[src/rtl/dsp_hdlc_rx_ctrl.sv]
// HDLC receive buffer controller: captures frames, DSP reads over EMIF.
// Optional RX_CRC_STRIP_EN: reported len excludes the 2 FCS bytes.
//
// Ports:
//   clk, rst            clock, synchronous active-high reset
//   rx_dv/sof/eof       byte valid, first byte, frame end
//   rx_crc_err/abort    FCS error (with eof), abort sequence
//   rx_data[7:0]        received byte
//   emif_dpram_wen/ren  EMIF strobes (pre-synchronised)
//   emif_dpram_addr     EMIF word address
//   emif_data           EMIF write data (strobe qualifier only)
//   emif_rdata[15:0]    registered read data
//   rx_int              frame-ready pulse to DSP
module dsp_hdlc_rx_ctrl #(
  parameter int unsigned MAX_LEN        = 240,
  parameter logic [23:0] ADDR_RX_DROP   = 24'd252,
  parameter logic [23:0] ADDR_RX_ACK    = 24'd253,
  parameter logic [23:0] ADDR_RX_STATUS = 24'd254,
  parameter logic [9:0]  INT_WIDTH      = 10'd84
) (
  input  logic        clk,
  input  logic        rst,
  input  logic        rx_dv,
  input  logic        rx_sof,
  input  logic        rx_eof,
  input  logic        rx_crc_err,
  input  logic        rx_abort,
  input  logic [7:0]  rx_data,
  input  logic        emif_dpram_wen,
  input  logic        emif_dpram_ren,
  input  logic [23:0] emif_dpram_addr,
  input  logic [15:0] emif_data,
  output logic [15:0] emif_rdata,
  output logic        rx_int
);

  localparam logic [1:0] S_IDLE = 2'd0;
  localparam logic [1:0] S_RECV = 2'd1;
  localparam logic [1:0] S_DONE = 2'd2;

  localparam logic [7:0]  PTR_MAX  = 8'(MAX_LEN);
  localparam logic [23:0] ADDR_MAX = 24'(MAX_LEN);

  logic [7:0] mem [MAX_LEN];

  logic [1:0] state, state_nx;
  logic [7:0] wr_ptr, ptr_nx;
  logic [9:0] len, len_nx;
  logic [9:0] frame_len;
  logic       valid, valid_nx;
  logic       crc_err, crc_nx;
  logic       ovf, ovf_nx;
  logic [7:0] drop_cnt;
  logic [9:0] int_cnt;
  logic       wr_en;
  logic [7:0] wr_addr;
  logic       done_entry;

  logic sof_byte, full, ack, ack_done;
  logic drop_inc, drop_rd;
  logic unused_emif;

  assign unused_emif = ^emif_data;

  assign sof_byte = rx_dv && rx_sof;
  assign full     = (wr_ptr == PTR_MAX);
  assign ack      = emif_dpram_wen &&
                    (emif_dpram_addr == ADDR_RX_ACK);
  assign ack_done = ack && (state == S_DONE);
  assign drop_inc = (state == S_DONE) && rx_eof;
  assign drop_rd  = emif_dpram_ren &&
                    (emif_dpram_addr == ADDR_RX_DROP);

  always_comb begin
    state_nx   = state;
    ptr_nx     = wr_ptr;
    len_nx     = len;
    valid_nx   = valid;
    crc_nx     = crc_err;
    ovf_nx     = ovf;
    wr_en      = 1'b0;
    wr_addr    = wr_ptr;
    done_entry = 1'b0;
    frame_len  = '0;
    unique case (state)
      S_IDLE: begin
        if (sof_byte && !rx_abort) begin
          wr_en      = 1'b1;
          wr_addr    = '0;
          ptr_nx     = 8'd1;
          ovf_nx     = 1'b0;
          state_nx   = S_RECV;
          done_entry = rx_eof;
        end
      end
      S_RECV: begin
        if (rx_abort) begin
          ptr_nx   = '0;
          state_nx = S_IDLE;
        end else begin
          if (sof_byte) begin
            wr_en   = 1'b1;
            wr_addr = '0;
            ptr_nx  = 8'd1;
            ovf_nx  = 1'b0;
          end else if (rx_dv) begin
            if (full) begin
              ovf_nx = 1'b1;
            end else begin
              wr_en  = 1'b1;
              ptr_nx = wr_ptr + 8'd1;
            end
          end
          done_entry = rx_eof;
        end
      end
      S_DONE: begin
        if (ack) begin
          valid_nx = 1'b0;
          ptr_nx   = '0;
          state_nx = S_IDLE;
        end
      end
      default: state_nx = S_IDLE;
    endcase
`ifdef RX_CRC_STRIP_EN
    if (ptr_nx >= 8'd2)
      frame_len = {2'b00, ptr_nx - 8'd2};
    else
      frame_len = '0;
`else
    frame_len = {2'b00, ptr_nx};
`endif
    if (done_entry) begin
      len_nx   = frame_len;
      valid_nx = 1'b1;
      crc_nx   = rx_crc_err;
      state_nx = S_DONE;
    end
  end

  // Buffer survives reset; only the write is held off.
  always_ff @(posedge clk) begin
    if (wr_en && !rst)
      mem[wr_addr] <= rx_data;
  end

  always_ff @(posedge clk) begin
    if (rst) begin
      state      <= S_IDLE;
      wr_ptr     <= '0;
      len        <= '0;
      valid      <= 1'b0;
      crc_err    <= 1'b0;
      ovf        <= 1'b0;
      drop_cnt   <= '0;
      int_cnt    <= '0;
      rx_int     <= 1'b0;
      emif_rdata <= '0;
    end else begin
      state   <= state_nx;
      wr_ptr  <= ptr_nx;
      len     <= len_nx;
      valid   <= valid_nx;
      crc_err <= crc_nx;
      ovf     <= ovf_nx;

      // Read-clear wins, but a drop in the same cycle survives as 1.
      if (drop_rd)
        drop_cnt <= {7'd0, drop_inc};
      else if (drop_inc && drop_cnt != 8'hFF)
        drop_cnt <= drop_cnt + 8'd1;

      // rx_int follows the counter one cycle late.
      if (ack_done) begin
        int_cnt <= '0;
        rx_int  <= 1'b0;
      end else begin
        rx_int <= (int_cnt != '0);
        if (done_entry)
          int_cnt <= INT_WIDTH;
        else if (int_cnt != '0)
          int_cnt <= int_cnt - 10'd1;
      end

      if (emif_dpram_ren) begin
        unique case (1'b1)
          (emif_dpram_addr < ADDR_MAX):
            emif_rdata <= {8'h00, mem[emif_dpram_addr[7:0]]};
          (emif_dpram_addr == ADDR_RX_STATUS):
            emif_rdata <= {valid, crc_err, ovf, 3'b000, len};
          (emif_dpram_addr == ADDR_RX_DROP):
            emif_rdata <= {8'h00, drop_cnt};
          default:
            emif_rdata <= 16'h0000;
        endcase
      end
    end
  end

endmodule

[config.mk]
export PLATFORM = sky130hd
export DESIGN_NAME = dsp_hdlc_rx_ctrl
export DESIGN_NICKNAME = d
export VERILOG_FILES = /design/src/rtl/dsp_hdlc_rx_ctrl.sv
export SDC_FILE = /design/constraint.sdc
export NUM_CORES = 2
export LEC_CHECK = 0
export ABC_AREA = 1
export CORE_AREA = 4 4 536 538
export DETAILED_ROUTE_END_ITERATION = 10
export DIE_AREA = 0 0 540 542
export GPL_TIMING_DRIVEN = 0
export SLEW_MARGIN = 10
export SYNTH_ARGS = -nofsm -noshare
export SYNTH_HDL_FRONTEND = slang
export SYNTH_SLANG_ARGS = --single-unit
export TNS_END_PERCENT = 100
[constraint.sdc]
create_clock -name clk -period 5.05 [get_ports clk]
set_clock_uncertainty 0.2 [all_clocks]
set_input_delay 1.515 -clock clk [delete_from_list [all_inputs] [get_ports clk]]
set_output_delay 1.515 -clock clk [all_outputs]
set_load 0.02 [all_outputs]
* After elaboration in Yosys (flattened, before gate mapping)
Memories as Yosys holds them, arrays and structs flattened. Cells that the tools add are included.
Operators by class: reductions and logical operators 25, multiplexer cells 41, $add $sub $neg 3, magnitude comparators 1, eq/ne operators 16
Operator list (number):
- 24-bit by 8-bit equality test with 1-bit output, second input constant | 3
- 8-bit 2-to-1 mux | 9
- 16-bit one-hot mux with 3 select lines | 1
- 24-bit by 8-bit less-than comparator with 1-bit output, second input constant | 1
- 8-bit one-hot mux with 3 select lines | 1
- 1-bit 2-to-1 mux | 19
- 8-bit by 1-bit adder with 8-bit output, second input constant | 2
- 8-bit one-hot mux with 2 select lines | 1
- 3-bit inequality test, second input constant | 5
- 7-bit 2-to-1 mux | 2
- 10-bit nonzero test | 1
- 2-bit nonzero test | 5
- 10-bit by 1-bit subtractor with 10-bit output, second input constant | 1
- 8-bit equality test, second input constant | 1
- 1-bit logical AND | 8
- 2-bit 2-to-1 mux | 4
- 2-bit inequality test, second input constant | 4
- 8-bit inequality test, second input constant | 1
- 1-bit one-hot mux with 2 select lines | 3
- 2-bit one-hot mux with 3 select lines | 1
- 3-bit AND reduction | 2
- 2-bit OR reduction | 3
- 5-bit AND reduction | 1
- 3-bit OR reduction | 1
- other kinds (5) | 6
Storage, ports and cells: output and inout port bits 17, bits in registers 56, logic and storage cells 100, memories kept 1, bits in writable memories 1920
Memories:
- mem | words 240, bits a word 8, read ports 1, clocked after memory_dff 0, wr ports 1, RTL line 44 | logic [7:0] mem [MAX_LEN];

* Depth between registers and ports, before layout
word-level depth 9, mapped depth 21, gate-level depth less buffers 19

* Worst setup path before layout
OpenSTA, ideal clock, no wires.
kind in2reg, start in rx_sof, end mem mem[54][0], enable pin, stages on the path 9, data required time 4.480 ns, buffers on the path 1, arrival 3.128 ns, path slack 1.352 ns, cells stage by stage nand2_1 nor2_1 inv_1 nor2_2 inv_1 o21ai_1 nand4_1 clkbuf_1 nor2_1
On the way: word-level cells in the longest chain between the ends 7, elaborated cells on any way between the ends 13, classes of those cells mux (10); reduce/logical (3)
Ends and longest elaborated chain:
- from (decl) | RTL line 24 | input logic rx_sof,
- 1-bit logical AND * | RTL line 65 | assign sof_byte = rx_dv && rx_sof;
- 1-bit 2-to-1 mux / 1-bit logical AND (equally long branches) | RTL line 101, 87
- 1-bit 2-to-1 mux (on tied branches) | RTL line 97, 87
- 1-bit one-hot mux with 2 select lines | RTL line 85 | unique case (state)
- 1-bit logical AND | RTL line 144 | if (wr_en && !rst)
- 1-bit 2-to-1 mux | RTL line 144
- 1-bit 2-to-1 mux (not written as such) | RTL line 145 | mem[wr_addr] <= rx_data;
- to (decl) | RTL line 44
Every way passes the cells marked *; elsewhere a longest branch is shown, timed or not.

* Worst setup path after layout
start in rx_dv, end mem mem[46][7], enable pin
On the way: word-level cells in the longest chain between the ends 7, elaborated cells on any way between the ends 14, classes of those cells mux (11); reduce/logical (3)
Ends and longest elaborated chain:
- from (decl) | RTL line 23 | input logic rx_dv,
- 1-bit 2-to-1 mux / 1-bit logical AND (equally long branches) | RTL line 106, 65
- 1-bit 2-to-1 mux / 1-bit logical AND (equally long branches) | RTL line 101, 87
- 1-bit 2-to-1 mux (on tied branches) | RTL line 97, 87
- 1-bit one-hot mux with 2 select lines | RTL line 85
- 1-bit logical AND | RTL line 144
- 1-bit 2-to-1 mux | RTL line 144
- 1-bit 2-to-1 mux (not written as such) | RTL line 145
Several ways; a longest one is shown, not always the timed one.

==> impl_results.md <==
* Final WS setup at -0.2467 ns
* Slew Limit Fails at 0
* Worst Path Buf+Inv at 3
* Post-DR wirelength/cell at 30.17 um
* Core footprint at 282,000 um2
* IO Pins at 74
* P&R area growth vs syn at 15.31%
* Final setup fails at 131
* Tightest Pin Transition at 1.495 ns
* Share of cells above drive strength 1 at 0.09099
* Crit path largest cell delay at 0.87 ns
* Cell taking the most area after synthesis: edfxtp_1
* Warnings, synthesis at 0
* First-pass GRT wire length at 465,400 um
* Clk sink count at 1,971
* Die Area at 292,700 um2
* Post-Syn Area per Cell at 11.04 um2
* Vias per cell at 5.359
* Synth async-reset ratio at 0
* Placed insts at 11,220
* Max Cap Viol at 1
* DRT Pass-1 Iters at 8
* FF-to-FF setup slack at 0.35 ns
* CP top delay family: simple AND/OR/NAND/NOR gates
* CP Max Fanout at 10
* Sw Pwr at 8.946 mW
* Antenna violations before repair at 27
* Non-filler cells in the finished layout at 11,610
* Seq/Total Area, Yosys at 0.7180
* Largest net degree at the start of global routing at 127
* Worst Hold Launch: crc_err$_SDFFE_PP0P_
* Clock group share of total power at 0.413
* DP Wirelength at 242,100 um
* Starting density of the core at 0.2898
* Period utilization at 1.049
* Slew HR at 0.003391
* Syn Inst Count at 7,400
* Via Count at 62,240
* CTS root buf: clkbuf_16
* Die Y at 542 um
* CTS buffer count at 200
* Initial DRC count at 11,500
* RSZ-0062 raised after global routing: true
* Die width at 540 um
* R2r worst-path depth at 12
* Kind of start point of the critical path: input pin
* Pwr dens at 377.6 nW/um2
* CTS tree: yes
* Critical Path AT at 5.58 ns
* Most common cell after layout, fill and taps aside: nand2_1
* Net count, final at 7,747
* Final std cell area, no fill at 94,240 um2
* Pwr Total at 35.59 mW
* Vias in the first global route at 56,030
* Antenna-violating nets left at 0
* Yosys reg bits at 1,971
* Post-synth top area share at 0.7055
* Crit path kind: in2reg
* Reg2reg end: mem[46][7]$_DFFE_PP_
* Most frequent cells in the layout: 2,309 x nand2_1, 1,920 x edfxtp_1, 796 x nor2_1, 556 x nand3_1, 513 x inv_1
* CTS Buffer Depth at 3
* Crit path required time at 5.34 ns
* Type of the most critical hold path: reg2reg
* Worst vdd ir at 0.2774 mV
* Sequential cell fraction of total power at 0.505
* Comb pwr share at 0.082
* Clk_lat worst skew at 0.89 ns
* Worst Hold End: crc_err$_SDFFE_PP0P_
* Top_reg_cell synth: edfxtp_1
* Synth cell types at 42
* Achievable frequency at 188.8 MHz
* Cell Area, Synth at 81,720 um2
* Crit-path cells: clkdlybuf4s50_1 > nand2_1 > nor2_1 > a21oi_1 > a21oi_1 > inv_1 > nor3_1 > nand2_1 > clkbuf_2 > nor2_2
* H-tree Lvls at 4
* DP Area at 87,490 um2
* Post-synth EDFFs at 1,920
* Critical Path End Type: flop
* Status: finished, violations left
* Port bufs at 50
* Fin crit period at 5.297 ns
* Total grt overflow at 0
* Failing checks: max-capacitance violations, negative setup slack
* Placer Congestion at 1.030
* Post-Route WL at 350,400 um
* P_int at 26.64 mW
* Critical path depth at 10
* Reg-to-Reg Start: wr_ptr[0]$_SDFF_PP0_
* Register clock-pin slew on the reported worst setup and hold paths at 0.06 ns
* Synth top area cells: edfxtp_1 71%, nand2_1 11%, nor2_1 4.1%, nand3_1 3.4%, inv_1 2.4%
* Hold Fails Final Rpt at 0
* DRC at 0
* Hold slack at 0.2653 ns
* Min-Delay Path Depth at 2
* Sw Share at 0.2514
* Leak at 34.16 nW
* Total track usage at 0.2298
* Slowest cell on crit path: nor2_2
* Std cell rows at 195
[synthesized netlist by cell type (3+ instances only)]
cell / number
nor2_1: 890
buf_4: 51
xor2_1: 9
clkbuf_1: 104
o211ai_1: 57
buf_2: 201
o21ai_0: 236
a22oi_1: 8
o22ai_1: 3
dfxtp_1: 51
nand3_1: 557
nor4_1: 3
o21ai_1: 13
nand2_1: 2309
buf_1: 38
nor3_1: 11
a31oi_1: 33
or2_2: 4
a21oi_1: 256
ha_1: 4
xnor2_1: 3
buf_6: 12
inv_1: 513
edfxtp_1: 1920
nand4_1: 86
nand3b_1: 7
[layer usage]
metal	global-route usage	routed length (um)
met5	0	43
met4	0.1494	27080
met3	0.08156	51870
met2	0.3344	146600
met1	0.2887	124800
[power by group through the flow]
stage / Clock (mW) / Combinational [mW] / Sequential, mW
2_1_floorplan: 0 / 1.15 / 18.3
3_3_place_gp: 0 / 2.65 / 18.5
3_5_place_dp: 0 / 2.73 / 18.3
4_1_cts: 14.6 / 2.74 / 18.0
5_1_grt: 15.3 / 2.92 / 18.0
6_report: 14.7 / 2.91 / 18.0
[worst min-delay path, cell delays in order (launching register included)]
cell     delay, ns
dfxtp_1       0.32
nand2_1       0.06
nand2_1       0.04
[worst max-delay path by stage]
stage | startpoint | endpoint | slack [ns]
6_report | rx_dv | mem[46][7]$_DFFE_PP_ | -0.25
5_1_grt | rx_dv | mem[46][1]$_DFFE_PP_ | -0.18
4_1_cts | rx_dv | mem[171][3]$_DFFE_PP_ | -0.21
3_5_place_dp | rx_dv | mem[61][7]$_DFFE_PP_ | -1.34
3_3_place_gp | rx_data[1] | mem[88][1]$_DFFE_PP_ | -6.06
2_1_floorplan | rx_sof | mem[54][0]$_DFFE_PP_ | 1.35
[timing repair]
action / CTS / global route
endpoints found under the setup margin: 338 / 587
gates resized for setup: 44 / 119
buffers inserted: 6 / 5
pin swaps: 6 / 4
hold buffers: 0 / 0
[state kept, by name, indices dropped and copies added, names as in the netlist]
signal,flops
ovf,1
drop_cnt,8
rx_int,1
len,8
emif_rdata,11
state,2
int_cnt,10
valid,1
wr_ptr,8
crc_err,1
mem,1920
[cells by family (layout without fill, tap and decap cells)]
group	Yosys count	after routing	synth area share
AND/OR/NAND/NOR	3875	3875	0.1906
flip-flops	1971	1971	0.7180
buffers and inverters	924	1367	0.04913
AO/OA/AOI/OAI	613	613	0.04036
XOR/XNOR	12	12	0.001286
adder cells (fa/ha/maj)	4	4	0.0006124
other	1	29	0.00004589
[cell type report]
class	instances	area, um2
antenna	24	60.06
buffer	406	2152
clock buffer	252	5220
clock inverter	111	1035
fill	28160	187800
inverter	517	1943
multi-input combinational	4509	19360
sequential	1971	58680
tap	3743	4683
timing repair buffer	81	1109
[per-stage QoR]
| stage | setup WS [ns] | util | TNS [ns] |
|---|---|---|---|
| 3_3_place_gp | -6.061 | 0.3082 | - |
| 2_1_floorplan | 1.352 | - | 0 |
| 4_1_cts | -0.2100 | 0.3329 | -16.35 |
| 5_1_grt | -0.1770 | 0.3339 | -9.976 |
| 6_report | -0.2467 | 0.3341 | -13.19 |
| 3_5_place_dp | -1.340 | 0.3102 | -1104.85 |
Note: power is estimated with default switching activity, not from simulation.
